<file path="config.mk">
export PLATFORM = sky130hd
export DESIGN_NAME = spi_xip_ctrl
export DESIGN_NICKNAME = d
export VERILOG_FILES = /design/src/rtl/spi_xip_pkg.sv /design/src/rtl/spi_xip_sckgen.sv /design/src/rtl/spi_xip_ctrl.sv
export SDC_FILE = /design/constraint.sdc
export NUM_CORES = 1
export LEC_CHECK = 0
export CORE_ASPECT_RATIO = 1.4
export CORE_MARGIN = 5
export CORE_UTILIZATION = 55
export DETAILED_ROUTE_END_ITERATION = 16
export GPL_TIMING_DRIVEN = 1
export PLACE_DENSITY = 0.83
export SYNTH_ARGS = -nofsm -noshare
export SYNTH_HDL_FRONTEND = slang
export SYNTH_HIERARCHICAL = 1
export SYNTH_SLANG_ARGS = --single-unit
</file>
<file path="constraint.sdc">
create_clock -name clk -period 5.84 [get_ports clk]
set_clock_uncertainty 0.05 [all_clocks]
set_input_delay 1.752 -clock clk [delete_from_list [all_inputs] [get_ports clk]]
set_output_delay 1.752 -clock clk [all_outputs]
set_load 0.01 [all_outputs]
</file>
<file path="src/rtl/spi_xip_pkg.sv">
// Shared constants for the SPI execute-in-place flash bridge: FSM encodings,
// CSR offsets, flash command opcodes and a byte-order helper.
package spi_xip_pkg;

    typedef logic [2:0] xip_state_t;

    localparam logic [2:0] ST_IDLE  = 3'd0;
    localparam logic [2:0] ST_CMD   = 3'd1;
    localparam logic [2:0] ST_ADDR  = 3'd2;
    localparam logic [2:0] ST_DUMMY = 3'd3;
    localparam logic [2:0] ST_DATA  = 3'd4;
    localparam logic [2:0] ST_DONE  = 3'd5;

    localparam logic [3:0] CSR_CTRL   = 4'h0;
    localparam logic [3:0] CSR_STATUS = 4'h4;
    localparam logic [3:0] CSR_XCNT   = 4'h8;

    localparam logic [7:0] CMD_READ     = 8'h03;
    localparam logic [7:0] CMD_FREAD    = 8'h0B;
    localparam int         DUMMY_CYCLES = 8;

    // Bytes arrive first-byte-in-MSB; the bus wants the first byte in [7:0].
    function automatic logic [31:0] bswap32(input logic [31:0] w);
        return {w[7:0], w[15:8], w[23:16], w[31:24]};
    endfunction

endpackage

</file>
<file path="src/rtl/spi_xip_sckgen.sv">
// SPI mode-0 clock generator: half-period of div+1 clk cycles, with one-cycle
// strobes in the cycle whose closing edge raises or lowers sck.
module spi_xip_sckgen #(
    parameter int DIV_W = 8
) (
    input  logic             clk,
    input  logic             resetn,
    input  logic             en,
    input  logic [DIV_W-1:0] div,
    output logic             sck,
    output logic             rise,
    output logic             fall
);

    logic [DIV_W-1:0] cnt;
    logic             expire;

    assign expire = en && (cnt == div);
    assign rise   = expire && !sck;
    assign fall   = expire && sck;

    always_ff @(posedge clk or negedge resetn) begin
        if (!resetn) begin
            cnt <= '0;
            sck <= 1'b0;
        end else if (!en) begin
            cnt <= '0;
            sck <= 1'b0;
        end else if (expire) begin
            cnt <= '0;
            sck <= ~sck;
        end else begin
            cnt <= cnt + DIV_W'(1);
        end
    end

endmodule

</file>
<file path="src/rtl/spi_xip_ctrl.sv">
// APB-mapped serial NOR flash window: each in-window read runs one full SPI read.
// Define SPI_XIP_FASTREAD_EN to use fast read (0x0B) with 8 dummy clocks.
module spi_xip_ctrl
    import spi_xip_pkg::*;
#(
    parameter logic [31:0] ADDR_START  = 32'h3000_0000,
    parameter logic [31:0] ADDR_END    = 32'h3fff_ffff,
    parameter int          CS_NUM      = 2,
    parameter int          FADDR_BYTES = 3,
    parameter int          DIV_W       = 8
) (
    input  logic              clk,
    input  logic              resetn,
    input  logic [31:0]       paddr,
    input  logic              psel,
    input  logic              penable,
    input  logic              pwrite,
    input  logic [31:0]       pwdata,
    input  logic [3:0]        pstrb,
    output logic              pready,
    output logic [31:0]       prdata,
    output logic              pslverr,
    output logic              spi_sck,
    output logic [CS_NUM-1:0] spi_cs_n,
    output logic              spi_mosi,
    input  logic              spi_miso
);

    localparam int ADDR_BITS = 8 * FADDR_BYTES;
    localparam int TX_W      = 8 + ADDR_BITS;

`ifdef SPI_XIP_FASTREAD_EN
    localparam logic [7:0] READ_CMD   = CMD_FREAD;
    localparam logic [2:0] AFTER_ADDR = ST_DUMMY;
`else
    localparam logic [7:0] READ_CMD   = CMD_READ;
    localparam logic [2:0] AFTER_ADDR = ST_DATA;
`endif

    xip_state_t        state;
    xip_state_t        next_phase;
    logic              phase_last;
    logic [5:0]        bitcnt;
    logic [TX_W-1:0]   tx;
    logic [31:0]       rx;
    logic [DIV_W-1:0]  div_q;
    logic [CS_NUM-1:0] cs_n_q;

    logic [DIV_W-1:0]  ctrl_div;
    logic [CS_NUM-1:0] ctrl_csmask;
    logic              err;
    logic [31:0]       xcnt;
    logic [31:0]       ctrl_word;
    logic [31:0]       csr_rdata;

    logic              pready_q;
    logic              pslverr_q;
    logic [31:0]       prdata_q;

    logic              in_window;
    logic              setup;
    logic              access;
    logic              rd_start;
    logic              csr_resp;
    logic              busy;
    logic              sck_rise;
    logic              sck_fall;
    logic              unused_bits;

    assign in_window = (paddr >= ADDR_START) && (paddr <= ADDR_END);
    assign setup     = psel && !penable;
    assign access    = psel && penable;
    // pready_q blocks re-acceptance while the master still holds the finished access.
    assign rd_start  = (state == ST_IDLE) && access && !pwrite && in_window && !pready_q;
    assign csr_resp  = setup && !(in_window && !pwrite);
    assign busy      = (state == ST_CMD) || (state == ST_ADDR) ||
                       (state == ST_DUMMY) || (state == ST_DATA);

    assign pready      = pready_q;
    assign pslverr     = pslverr_q;
    assign prdata      = prdata_q;
    assign spi_cs_n    = cs_n_q;
    assign spi_mosi    = tx[TX_W-1];
    assign unused_bits = ^{pwdata, pstrb};

    spi_xip_sckgen #(
        .DIV_W (DIV_W)
    ) u_sckgen (
        .clk    (clk),
        .resetn (resetn),
        .en     (busy),
        .div    (div_q),
        .sck    (spi_sck),
        .rise   (sck_rise),
        .fall   (sck_fall)
    );

    always_comb begin
        next_phase = ST_IDLE;
        phase_last = 1'b0;
        case (state)
            ST_CMD: begin
                phase_last = (bitcnt == 6'd7);
                next_phase = ST_ADDR;
            end
            ST_ADDR: begin
                phase_last = (bitcnt == 6'(ADDR_BITS - 1));
                next_phase = AFTER_ADDR;
            end
            ST_DUMMY: begin
                phase_last = (bitcnt == 6'(DUMMY_CYCLES - 1));
                next_phase = ST_DATA;
            end
            ST_DATA: begin
                phase_last = (bitcnt == 6'd31);
                next_phase = ST_DONE;
            end
            default: ;
        endcase
    end

    // Transfer FSM; MOSI shifts on sck fall with 1s filling dummy and data phases.
    always_ff @(posedge clk or negedge resetn) begin
        if (!resetn) begin
            state  <= ST_IDLE;
            bitcnt <= '0;
            tx     <= '1;
            div_q  <= '0;
            cs_n_q <= '1;
        end else begin
            case (state)
                ST_IDLE: begin
                    if (rd_start) begin
                        state  <= ST_CMD;
                        bitcnt <= '0;
                        div_q  <= ctrl_div;
                        cs_n_q <= ~ctrl_csmask;
                        tx     <= {READ_CMD, paddr[ADDR_BITS-1:2], 2'b00};
                    end
                end
                ST_CMD, ST_ADDR, ST_DUMMY, ST_DATA: begin
                    if (sck_fall) begin
                        tx <= {tx[TX_W-2:0], 1'b1};
                        if (phase_last) begin
                            bitcnt <= '0;
                            state  <= next_phase;
                            if (state == ST_DATA)
                                cs_n_q <= '1;
                        end else begin
                            bitcnt <= bitcnt + 6'd1;
                        end
                    end
                end
                ST_DONE: state <= ST_IDLE;
                default: state <= ST_IDLE;
            endcase
        end
    end

    always_ff @(posedge clk) begin
        if ((state == ST_DATA) && sck_rise)
            rx <= {rx[30:0], spi_miso};
    end

    always_comb begin
        ctrl_word = '0;
        ctrl_word[DIV_W-1:0]    = ctrl_div;
        ctrl_word[16 +: CS_NUM] = ctrl_csmask;
    end

    always_comb begin
        csr_rdata = '0;
        case (paddr[3:0])
            CSR_CTRL:   csr_rdata    = ctrl_word;
            CSR_STATUS: csr_rdata[0] = err;
            CSR_XCNT:   csr_rdata    = xcnt;
            default:    ;
        endcase
    end

    // APB response registered at the setup edge so CSR accesses see pready immediately.
    always_ff @(posedge clk or negedge resetn) begin
        if (!resetn) begin
            pready_q    <= 1'b0;
            pslverr_q   <= 1'b0;
            prdata_q    <= '0;
            ctrl_div    <= '0;
            ctrl_csmask <= CS_NUM'(1);
            err         <= 1'b0;
            xcnt        <= '0;
        end else begin
            pready_q  <= 1'b0;
            pslverr_q <= 1'b0;
            if (csr_resp) begin
                pready_q <= 1'b1;
                if (in_window)
                    pslverr_q <= 1'b1;
                else if (!pwrite)
                    prdata_q <= csr_rdata;
            end
            if (state == ST_DONE) begin
                pready_q <= 1'b1;
                prdata_q <= bswap32(rx);
                xcnt     <= xcnt + 32'd1;
            end
            if (access && pready_q && pwrite) begin
                if (in_window) begin
                    err <= 1'b1;
                end else begin
                    case (paddr[3:0])
                        CSR_CTRL: begin
                            for (int i = 0; i < DIV_W; i++)
                                if (pstrb[i / 8]) ctrl_div[i] <= pwdata[i];
                            for (int i = 0; i < CS_NUM; i++)
                                if (pstrb[2]) ctrl_csmask[i] <= pwdata[16 + i];
                        end
                        CSR_STATUS: if (pstrb[0] && pwdata[0]) err <= 1'b0;
                        default: ;
                    endcase
                end
            end
        end
    end

endmodule
</file>
==> impl_results.md <==
* Status: finished clean
* Crit start category: input port
* Clock sinks at 169
* WL per Instance at between 15 and 20 microns
* Final HPWL DP at between 10 and 15 mm
* Largest net degree at the start of global routing at between 70 and 80
* Hold Buf Count CTS at 0
* Routed Antenna Nets at 0
* Distinct cells, synth at 55
* Pleak at slightly below 4 nW
* Post-synth EDFFs at 32
* Register-to-Register Setup Slack at ~3.2 ns
* Finished Cell Area at about 8900 sq um
* Chip height at around 150 microns
* Layout cell share with drive strength beyond 1 at 0.148
* Io pins at 112
* Headroom to the max-slew limit at 0.367
* R2r startpoint: state[2]$_DFFE_PN0P_
* Register area share after synthesis at 0.605
* Mapped Cells at 618
* Router iterations before antenna repair at 6
* Initial Util at 0.555
* Total GRT Usage at 0.219
* Post-route clock period utilization at 0.645
* GP Congestion at between 0.8 and 0.9
* Worst hold slack at 0.406 ns
* Final total power at between 0.002 and 0.003 W
* TNS Setup at 0 ns
* CP Launch Point: paddr[28]
* Placed Instance Area at approximately 8300 sq um
* Minimum clock period at around 3.8 ns
* Hold depth at 0
* CTS tree: yes
* Hold Vio Cnt, Final at 0
* Syn-to-layout area delta at 22.0%
* Slew @ Worst Pin at about 0.95 ns
* Port bufs at between 80 and 90
* Drt drc at 0
* Total Routed Length at between 15 and 20 mm
* Worst setup endpoint: prdata[21]$_DFFE_PN0P_
* Avg Vias per Cell at around 5.8
* Fill cells at around 940
* Postcts setup bufs at 0
* Max Slew Vio Count at 0
* Critical path fanouts, max at 22
* Core Rows at 50
* DIE AREA at about 16000 sq um
* Max Fclk at between 0.2 and 0.3 GHz
* Vias in the first global route at 5479
* Die W at around 110 microns
* Top_reg_cell synth: dfrtp_1
* Num CTS Buffers at 17
* Final setup fails at 0
* Peak supply drop at about 0.28 mV
* RSZ-0062 raised after global routing: false
* Reg2reg end: prdata[21]$_DFFE_PN0P_
* Most frequent cells in the layout: 102 x dfrtp_1, 82 x clkdlybuf4s50_1, 67 x nand2_1, 44 x nor2_1, 35 x dfstp_2
* First-pass GRT wire length at around 27 mm
* Clock Tree Root: clkbuf_16
* GR Overflow Total at 0
* Core area at roughly 13000 sq um
* Clk_lat worst skew at 0.43 ns
* Initial antenna violation count at 0
* Footprint of the multi-input gates at between 2000 and 3000 sq um
* Pwr/cell area at around 310 nW/um^2
* FF-to-FF path depth at 6
* Synth Register Bits at around 170
* Max-cap violations at 0
* Mean area per synthesized cell at ~12 sq um
* Clock Pin Slew Worst Setup and Hold Paths at 0.07 ns
* Yosys warning count at 6
* Crit Path Class: input port to flop
* Worst EP required at approximately 6 ns
* CP arrival at between 4 and 5 ns
* Setup crit end kind: flop
* Worst Hold Class: flop to flop
* CTS Buffer Depth at 2
* Syn_nets at ~700
* Final net count at just under 800
* DP Worst Slack at 1.72 ns
* Vias at about 5.2k
* Async set-reset flop share out of synthesis at 0.811
* H-Tree Depth at 4
* Post-route setup slack at slightly above 2 ns
* # diodes at 0
* Gates resized, CTS repair at 0
* Initial DRC Count at around 410
* Synthesized cell area at 7330 sq um
* Most common cell after layout, fill and taps aside: dfrtp_1
* Sequential cell area at between 4000 and 5000 sq um
[Yosys cell counts, types with 11 or more instances]
master	n	area (sq um)
nor2_1	44	165
mux2_2	19	214
and3_1	11	68.8
xor2_1	11	96.3
o21ai_1	22	110
nand2_1	67	251
nand4_1	13	81.3
mux2i_1	33	330
a21oi_1	21	105
inv_1	27	101
xnor2_1	34	298
edfxtp_1	32	961
nand3_1	29	145
clkbuf_1	13	48.8
dfrtp_1	102	2550
a222oi_1	22	220
dfstp_2	35	920
[power breakdown]
| group | internal (W) | switching (W) |
|---|---|---|
| Clock | 0.000675 | 0.000469 |
| Combinational | 0.000124 | 0.000132 |
| Sequential | 0.00130 | 0.0000463 |
[routing by layer]
layer  track usage  routed length [microns]
met4        0.0657                      204
met5             0                        0
met1         0.272                     6580
met3        0.0504                     1140
met2         0.379                     8780
[sequential cells by signal (all words and copies together) (netlist names)]
register,cells
bitcnt,6
ctrl_csmask,2
ctrl_div,8
div_q,8
err,1
prdata,32
pready,1
pslverr,1
rx,32
spi_cs_n,2
state,3
tx,32
u_sckgen/cnt,8
u_sckgen/sck,1
xcnt,32
[worst min-delay path by stage]
stage | from | end | slack (ns)
2_1_floorplan | rx[10]$_DFFE_PP_ | rx[11]$_DFFE_PP_ | 0.38
3_3_place_gp | rx[2]$_DFFE_PP_ | rx[3]$_DFFE_PP_ | 0.38
3_5_place_dp | rx[23]$_DFFE_PP_ | rx[24]$_DFFE_PP_ | 0.39
4_1_cts | rx[29]$_DFFE_PP_ | rx[30]$_DFFE_PP_ | 0.41
5_1_grt | rx[11]$_DFFE_PP_ | rx[12]$_DFFE_PP_ | 0.42
6_report | rx[24]$_DFFE_PP_ | rx[25]$_DFFE_PP_ | 0.41
[worst max-delay path, stage by stage]
cell and delay (ns):
clkdlybuf4s50_1 0.41, nor4bb_1 0.14, buf_4 0.15, nor4_1 0.42
and3_1 0.88, a222oi_1 0.20, inv_1 0.11
[stage by stage]
stage	cells	util
floorplan	618	-
global placement	864	0.632
detailed placement	864	0.632
CTS	896	0.677
global route	896	0.677
finish	896	0.677
[cells by family after synthesis]
kind of cell | share of synthesized area
compound gates | 0.0877
xor+xnor | 0.0560
fa+ha+maj | 0.00512
buf+inv | 0.0323
flops | 0.605
mux | 0.0743
simple gates | 0.140
[final cells by class]
cell class | count | share of cell area
Sequential cell | 169 | 0.496
Multi-Input combinational cell | 395 | 0.300
Timing Repair Buffer | 91 | 0.101
Clock buffer | 18 | 0.0480
Tap cell | 182 | 0.0255
Clock inverter | 14 | 0.0189
Inverter | 27 | 0.0113
(Power assumes the default switching activity.)
